==> src/rtl/ram_port_arbiter.sv <==
// Single-cycle arbiter sharing one 2048x32 word RAM between the fetch (I) and data (D) ports.
// Define RAM_ARB_ROUND_ROBIN_EN for alternating conflict resolution; default is fixed D>I priority.
module ram_port_arbiter #(
  parameter int ADDR_W    = 30,
  parameter int DATA_W    = 32,
  parameter int MEM_WORDS = 2048
) (
  input  logic              clk,
  input  logic              rst_n,
  input  logic              i_req,
  input  logic [ADDR_W-1:0] i_addr,
  output logic              i_gnt,
  output logic              i_rvalid,
  output logic [DATA_W-1:0] i_rdata,
  output logic              i_err,
  input  logic              d_req,
  input  logic              d_we,
  input  logic [ADDR_W-1:0] d_addr,
  input  logic [DATA_W-1:0] d_wdata,
  output logic              d_gnt,
  output logic              d_rvalid,
  output logic [DATA_W-1:0] d_rdata,
  output logic              d_err,
  output logic              ram_wren,
  output logic [ADDR_W-1:0] ram_address,
  output logic [DATA_W-1:0] ram_data,
  input  logic [DATA_W-1:0] ram_q
);

  logic              w_gnt_i;
  logic              w_gnt_d;
  logic              w_d_wins;
  logic              w_i_oor;
  logic              w_d_oor;
  logic [ADDR_W-1:0] r_last_addr;
  logic              r_rsp_vld;
  logic              r_rsp_own_d;
  logic              r_rsp_oor;
  logic              r_rsp_we;

  assign w_i_oor = (i_addr >= ADDR_W'(MEM_WORDS));
  assign w_d_oor = (d_addr >= ADDR_W'(MEM_WORDS));

`ifdef RAM_ARB_ROUND_ROBIN_EN
  logic r_last_d;

  // On a conflict D only wins if I took the previous grant
  assign w_d_wins = ~i_req | ~r_last_d;

  always_ff @(posedge clk or negedge rst_n) begin
    if (!rst_n) begin
      r_last_d <= 1'b1;
    end else if (w_gnt_i | w_gnt_d) begin
      r_last_d <= w_gnt_d;
    end
  end
`else
  assign w_d_wins = 1'b1;
`endif

  // Grants are masked while reset is asserted so nothing reaches the RAM
  assign w_gnt_d = rst_n & d_req & w_d_wins;
  assign w_gnt_i = rst_n & i_req & ~w_gnt_d;

  assign i_gnt       = w_gnt_i;
  assign d_gnt       = w_gnt_d;
  assign ram_wren    = w_gnt_d & d_we & ~w_d_oor;
  assign ram_data    = w_gnt_d ? d_wdata : '0;
  assign ram_address = w_gnt_d ? d_addr : (w_gnt_i ? i_addr : r_last_addr);

  always_ff @(posedge clk or negedge rst_n) begin
    if (!rst_n) begin
      r_last_addr <= '0;
    end else if (w_gnt_i | w_gnt_d) begin
      r_last_addr <= ram_address;
    end
  end

  // Response register tracks who owns the RAM output on the following cycle
  always_ff @(posedge clk or negedge rst_n) begin
    if (!rst_n) begin
      r_rsp_vld   <= 1'b0;
      r_rsp_own_d <= 1'b0;
      r_rsp_oor   <= 1'b0;
      r_rsp_we    <= 1'b0;
    end else begin
      r_rsp_vld   <= w_gnt_i | w_gnt_d;
      r_rsp_own_d <= w_gnt_d;
      r_rsp_oor   <= w_gnt_d ? w_d_oor : (w_gnt_i & w_i_oor);
      r_rsp_we    <= w_gnt_d & d_we;
    end
  end

  assign i_rvalid = r_rsp_vld & ~r_rsp_own_d;
  assign d_rvalid = r_rsp_vld & r_rsp_own_d & ~r_rsp_we;
  assign i_err    = i_rvalid & r_rsp_oor;
  assign d_err    = r_rsp_vld & r_rsp_own_d & r_rsp_oor;

  // Out-of-range and idle cycles return zero rather than whatever the RAM is driving
  assign i_rdata = (i_rvalid & ~r_rsp_oor) ? ram_q : '0;
  assign d_rdata = (d_rvalid & ~r_rsp_oor) ? ram_q : '0;

endmodule

==> config.mk <==
export PLATFORM = sky130hd
export DESIGN_NAME = ram_port_arbiter
export DESIGN_NICKNAME = d
export VERILOG_FILES = /design/src/rtl/ram_port_arbiter.sv
export SDC_FILE = /design/constraint.sdc
export NUM_CORES = 1
export LEC_CHECK = 0
export ABC_AREA = 0
export ABC_CLOCK_PERIOD_IN_PS = 1900
export CAP_MARGIN = 10
export CORE_AREA = 4 4 100 102
export CTS_BUF_LIST = sky130_fd_sc_hd__clkbuf_4 sky130_fd_sc_hd__clkbuf_8
export DETAILED_ROUTE_END_ITERATION = 8
export DIE_AREA = 0 0 104 106
export GPL_TIMING_DRIVEN = 1
export HOLD_SLACK_MARGIN = 0.12
export PLACE_DENSITY = 0.77
export SLEW_MARGIN = 30
export SYNTH_ARGS = -nofsm -noshare
export SYNTH_HDL_FRONTEND = slang
export SYNTH_SLANG_ARGS = --single-unit
export TNS_END_PERCENT = 100
==> constraint.sdc <==
create_clock -name clk -period 1.9 [get_ports clk]
set_clock_uncertainty 0.2 [all_clocks]
set_input_delay 0.285 -clock clk [delete_from_list [all_inputs] [get_ports clk]]
set_output_delay 0.285 -clock clk [all_outputs]
set_load 0.02 [all_outputs]
==> flow_metrics.env, run 1 <==
export IMPL_synth_most_common_cell="sky130_fd_sc_hd__and2_1"
export IMPL_floorplan_initialDensity_pct=26.9
export IMPL_area_growth_synth_to_final_pct=149
export IMPL_timing_fmax_mhz=492
export IMPL_die_width_um=104
export IMPL_row_count=35
export IMPL_min_delay_path_depth=3
export IMPL_remaining_drc_errors=0
export IMPL_clk_root_buffer_cell="sky130_fd_sc_hd__clkbuf_8"
export IMPL_total_power_mw=2.88
export IMPL_cts_buffers=5
export IMPL_worstPathMaxFanout=8
export IMPL_clockBufferDepth=2
export IMPL_report_final_setup_viol=53
export IMPL_nFillCells=719
export IMPL_number_of_clock_sinks_seen_by_cts=34
export IMPL_comb_power_share_pct=50.5
export IMPL_arrival_ns=1.55
export IMPL_critical_path_max_stage_delay_ns=0.41
export IMPL_endpoint_kind="output port"
export IMPL_floorplan_io_pins=262
export IMPL_finalSetupTns_ns=-3.82
export IMPL_area_used_by_multi_input_combinational_logic_mm2=0.00172
export IMPL_finish_net_count=756
export IMPL_cpMaxStageDelayCell="sky130_fd_sc_hd__dfrtp_1"
export IMPL_timing_max_cap_violations=0
export IMPL_number_of_routed_nets_with_antenna_violations=0
export IMPL_tightestPinTransition_ns=0.454
export IMPL_timing_critical_path_depth=5
export IMPL_mappedNetlistNets=439
export IMPL_setup_repair_after_global_routing_missed_its_margin="yes"
export IMPL_mappedNetlistArea_mm2=0.00245
export IMPL_ir_drop_mv=0.369
export IMPL_power_report_internal_total_mw=1.85
export IMPL_gp_congestion=0.850
export IMPL_wire_per_inst_um=20.2
export IMPL_p_clk_share_pct=18.6
export IMPL_cpLargestDelayFamily="simple AND/OR/NAND/NOR gates"
export IMPL_grt_first_pass_wirelength_um=21400
export IMPL_crit_path_start_kind="flip-flop"
export IMPL_cts_clk_slew_worst_paths_ns=0.07
export IMPL_final_period_util_pct=107
export IMPL_power_switching_fraction_pct=35.7
export IMPL_worst_r2r_startpoint="r_last_addr[24]$_DFFE_PN0P_"
export IMPL_layout_setup_ws_ns=-0.133
export IMPL_vias_in_the_first_global_route=3863
export IMPL_cp_required_ns=1.41
export IMPL_synthDistinctLibCells=21
export IMPL_total_gr_overflow=0
export IMPL_total_leakage_power_nw=2.89
export IMPL_drive_above_1_share_pct=42.3
export IMPL_detailed_route_vias_per_instance=5.15
export IMPL_synth_ff_type="sky130_fd_sc_hd__dfrtp_1"
export IMPL_worst_setup_path_startpoint="r_rsp_own_d$_DFF_PN0_"
export IMPL_total_switching_power_mw=1.03
export IMPL_detailroute_via_count=3808
export IMPL_synthDominantCellAreaShare_pct=34.7
export IMPL_failed_checks="setup timing"
export IMPL_slew_headroom_pct=69.6
export IMPL_dp_hpwl_um=11000
export IMPL_post_synth_inst_count=310
export IMPL_tritoncts="yes"
export IMPL_synth_enable_flop_cells=0
export IMPL_path_cells="nor2b_2 > and2b_4 > clkbuf_16 > and2_4 > buf_6"
export IMPL_ys_ff_latch=34
export IMPL_grt_max_degree=33
export IMPL_cts_max_level=2
export IMPL_syn_area_per_cell_um2=7.90
export IMPL_globalRouteTotalUtil_pct=24.2
export IMPL_worst_setup_path_type="reg -> out"
export IMPL_dpl_instance_area_mm2=0.00559
export IMPL_hp_class="in -> reg"
export IMPL_pre_repair_dr_iteration_count=4
export IMPL_dieArea_mm2=0.0110
export IMPL_timing_hold_worst_start="d_addr[14]"
export IMPL_ff_latch_area_um2=852
export IMPL_antenna_found_initial=2
export IMPL_reg2reg_depth=3
export IMPL_clk_latency_ns=0.29
export IMPL_finalInstanceArea_mm2=0.00610
export IMPL_synth_largest_area_cell="sky130_fd_sc_hd__dfrtp_1"
export IMPL_timing_final_max_slew_violations=0
export IMPL_synth_yosys_warnings=0
export IMPL_io_buffer_count=261
export IMPL_fin_crit_ns=2.03
export IMPL_status="complete, but fails checks"
export IMPL_totalWireLength_um=14900
export IMPL_design_core_area_mm2=0.00911
export IMPL_hold_viol=0
export IMPL_yosys_top_cells_area="sky130_fd_sc_hd__dfrtp_1 (35%), sky130_fd_sc_hd__and2_1 (17%), sky130_fd_sc_hd__o22ai_1 (15%), sky130_fd_sc_hd__a21oi_1 (12%), sky130_fd_sc_hd__and3_1 (8.7%)"
export IMPL_fp_dieH_um=106
export IMPL_power_sequential_fraction_pct=30.9
export IMPL_power_per_cell_area_mw_per_mm2=473
export IMPL_synth_top_cells_by_count="sky130_fd_sc_hd__and2_1 (66), sky130_fd_sc_hd__a21oi_1 (60), sky130_fd_sc_hd__o22ai_1 (60)"
export IMPL_share_of_synthesized_area_occupied_by_flip_flops_and_latches_pct=34.7
export IMPL_drt_iter0_drc=193
export IMPL_asr_flop_ratio_synth_pct=100
export IMPL_worst_path_buf_inv=2
==> cells by family after synthesis <==
family / Yosys count / synth area share [%]
and+or+nand+nor: 119 / 30.7
buffers and inverters: 34 / 6.13
DFF: 34 / 34.7
AOI/OAI and AO/OA: 123 / 28.4
==> worst min-delay path, stage by stage <==
cell and delay [ns]:
sky130_fd_sc_hd__buf_2 0.11, sky130_fd_sc_hd__o22ai_1 0.09, sky130_fd_sc_hd__a21oi_1 0.11
==> metal layers <==
layer / share of wire, % / GRT usage [%] / up-vias
met3: 7.9 / 6.80 / 34
met2: 51 / 45.5 / 198
met5: 0.047 / 0 / -
met4: 3.1 / 6.93 / 2
met1: 38 / 26.6 / 1793
li1: - / - / 1781
==> cells in the final DEF (no fill, tap or decap), drive strengths merged <==
| cell type | instances |
|---|---|
| buf | 168 |
| clkdlybuf4s50 | 107 |
| and2 | 66 |
| a21oi | 60 |
| o22ai | 60 |
| dlygate4sd2 | 38 |
| and3 | 34 |
| dfrtp | 34 |
| clkdlybuf4s15 | 19 |
| clkbuf | 9 |
| nor4 | 9 |
| dlygate4sd3 | 5 |
| nand2 | 3 |
| nor2 | 2 |
| nand4 | 2 |
| dlymetal6s2s | 2 |
| diode | 1 |
| nor2b | 1 |
| and2b | 1 |
| nor3 | 1 |
| inv | 1 |
| clkinv | 1 |
| o21a | 1 |
| o41ai | 1 |
| o21ai | 1 |
| clkinvlp | 1 |
==> state kept, by name (all words and copies together) (netlist names) <==
| signal | cells |
|---|---|
| r_rsp_oor | 1 |
| r_rsp_we | 1 |
| r_rsp_own_d | 1 |
| r_last_addr | 30 |
| r_rsp_vld | 1 |
==> through the flow <==
step / hold WS [ns] / cells / worst slack, ns / utilization, %
global placement: 0.106 / 718 / -0.957 / 61.4
global route: 0.172 / 739 / -0.212 / 67.0
detailed placement: 0.110 / 718 / -1.06 / 61.4
floorplan: -0.211 / 310 / 0.178 / -
finish: 0.160 / 739 / -0.133 / 67.0
CTS: 0.152 / 737 / -0.160 / 64.0
==> what timing repair did <==
item,CTS,global route
hold buffers,5,0
pin swaps,7,34
hold endpoints to repair,34,0
endpoints found under the setup margin,134,86
cloned,4,2
buffers inserted,4,0
resized for setup,573,96
==> cell type report <==
| class | count | area share, % |
|---|---|---|
| Multi-Input combinational cell | 242 | 28.1 |
| Clock buffer | 6 | 1.25 |
| Sequential cell | 34 | 14.0 |
| Timing Repair Buffer | 342 | 54.1 |
| Antenna cell | 1 | 0.0410 |
| Tap cell | 111 | 2.28 |
| Inverter | 2 | 0.123 |
| Clock inverter | 1 | 0.123 |
==> path summary, 6_finish.rpt <==
check	to	slack, ns
worst min register to register	r_last_addr[10]$_DFFE_PN0P_	0.39
max in group asynchronous	r_last_addr[9]$_DFFE_PN0P_	0.60
worst max-delay path	i_rdata[11]	-0.13
worst max register to register	r_last_addr[24]$_DFFE_PN0P_	0.75
worst min-delay path	r_last_addr[14]$_DFFE_PN0P_	0.16
min in group asynchronous	r_last_addr[0]$_DFFE_PN0P_	0.46
==> power by group through the flow <==
stage | logic (mW) | clock network [mW] | registers, mW
after floorplan | 0.565 | 0 | 0.872
after global placement | 1.38 | 0 | 0.885
after detailed placement | 1.40 | 0 | 0.891
after CTS | 1.39 | 0.547 | 0.884
after global routing | 1.55 | 0.586 | 0.897
final | 1.46 | 0.536 | 0.891
Note: power is estimated with default switching activity, not from simulation.
==> run 2: changes to the inputs <==
--- a/config.mk
+++ b/config.mk
@@ -12,10 +12,11 @@
 export CTS_BUF_LIST = sky130_fd_sc_hd__clkbuf_4 sky130_fd_sc_hd__clkbuf_8
 export DETAILED_ROUTE_END_ITERATION = 8
 export DIE_AREA = 0 0 104 106
+export GPL_ROUTABILITY_DRIVEN = 1
 export GPL_TIMING_DRIVEN = 1
 export HOLD_SLACK_MARGIN = 0.12
 export PLACE_DENSITY = 0.77
-export SLEW_MARGIN = 30
+export SLEW_MARGIN = 20
 export SYNTH_ARGS = -nofsm -noshare
 export SYNTH_HDL_FRONTEND = slang
 export SYNTH_SLANG_ARGS = --single-unit
==> results of run 2 <==
No change in the layout: final DEF, timing and power equal those of run 1.
==> run 3: changes to the inputs <==
--- a/config.mk
+++ b/config.mk
@@ -5,7 +5,6 @@
 export SDC_FILE = /design/constraint.sdc
 export NUM_CORES = 1
 export LEC_CHECK = 0
-export ABC_AREA = 0
 export ABC_CLOCK_PERIOD_IN_PS = 1900
 export CAP_MARGIN = 10
 export CORE_AREA = 4 4 100 102
@@ -13,10 +12,8 @@
 export DETAILED_ROUTE_END_ITERATION = 8
 export DIE_AREA = 0 0 104 106
 export GPL_ROUTABILITY_DRIVEN = 1
-export GPL_TIMING_DRIVEN = 1
 export HOLD_SLACK_MARGIN = 0.12
 export PLACE_DENSITY = 0.77
-export SLEW_MARGIN = 20
 export SYNTH_ARGS = -nofsm -noshare
 export SYNTH_HDL_FRONTEND = slang
 export SYNTH_SLANG_ARGS = --single-unit
==> results of run 3 <==
No change in the layout: final DEF, timing and power equal those of run 1.
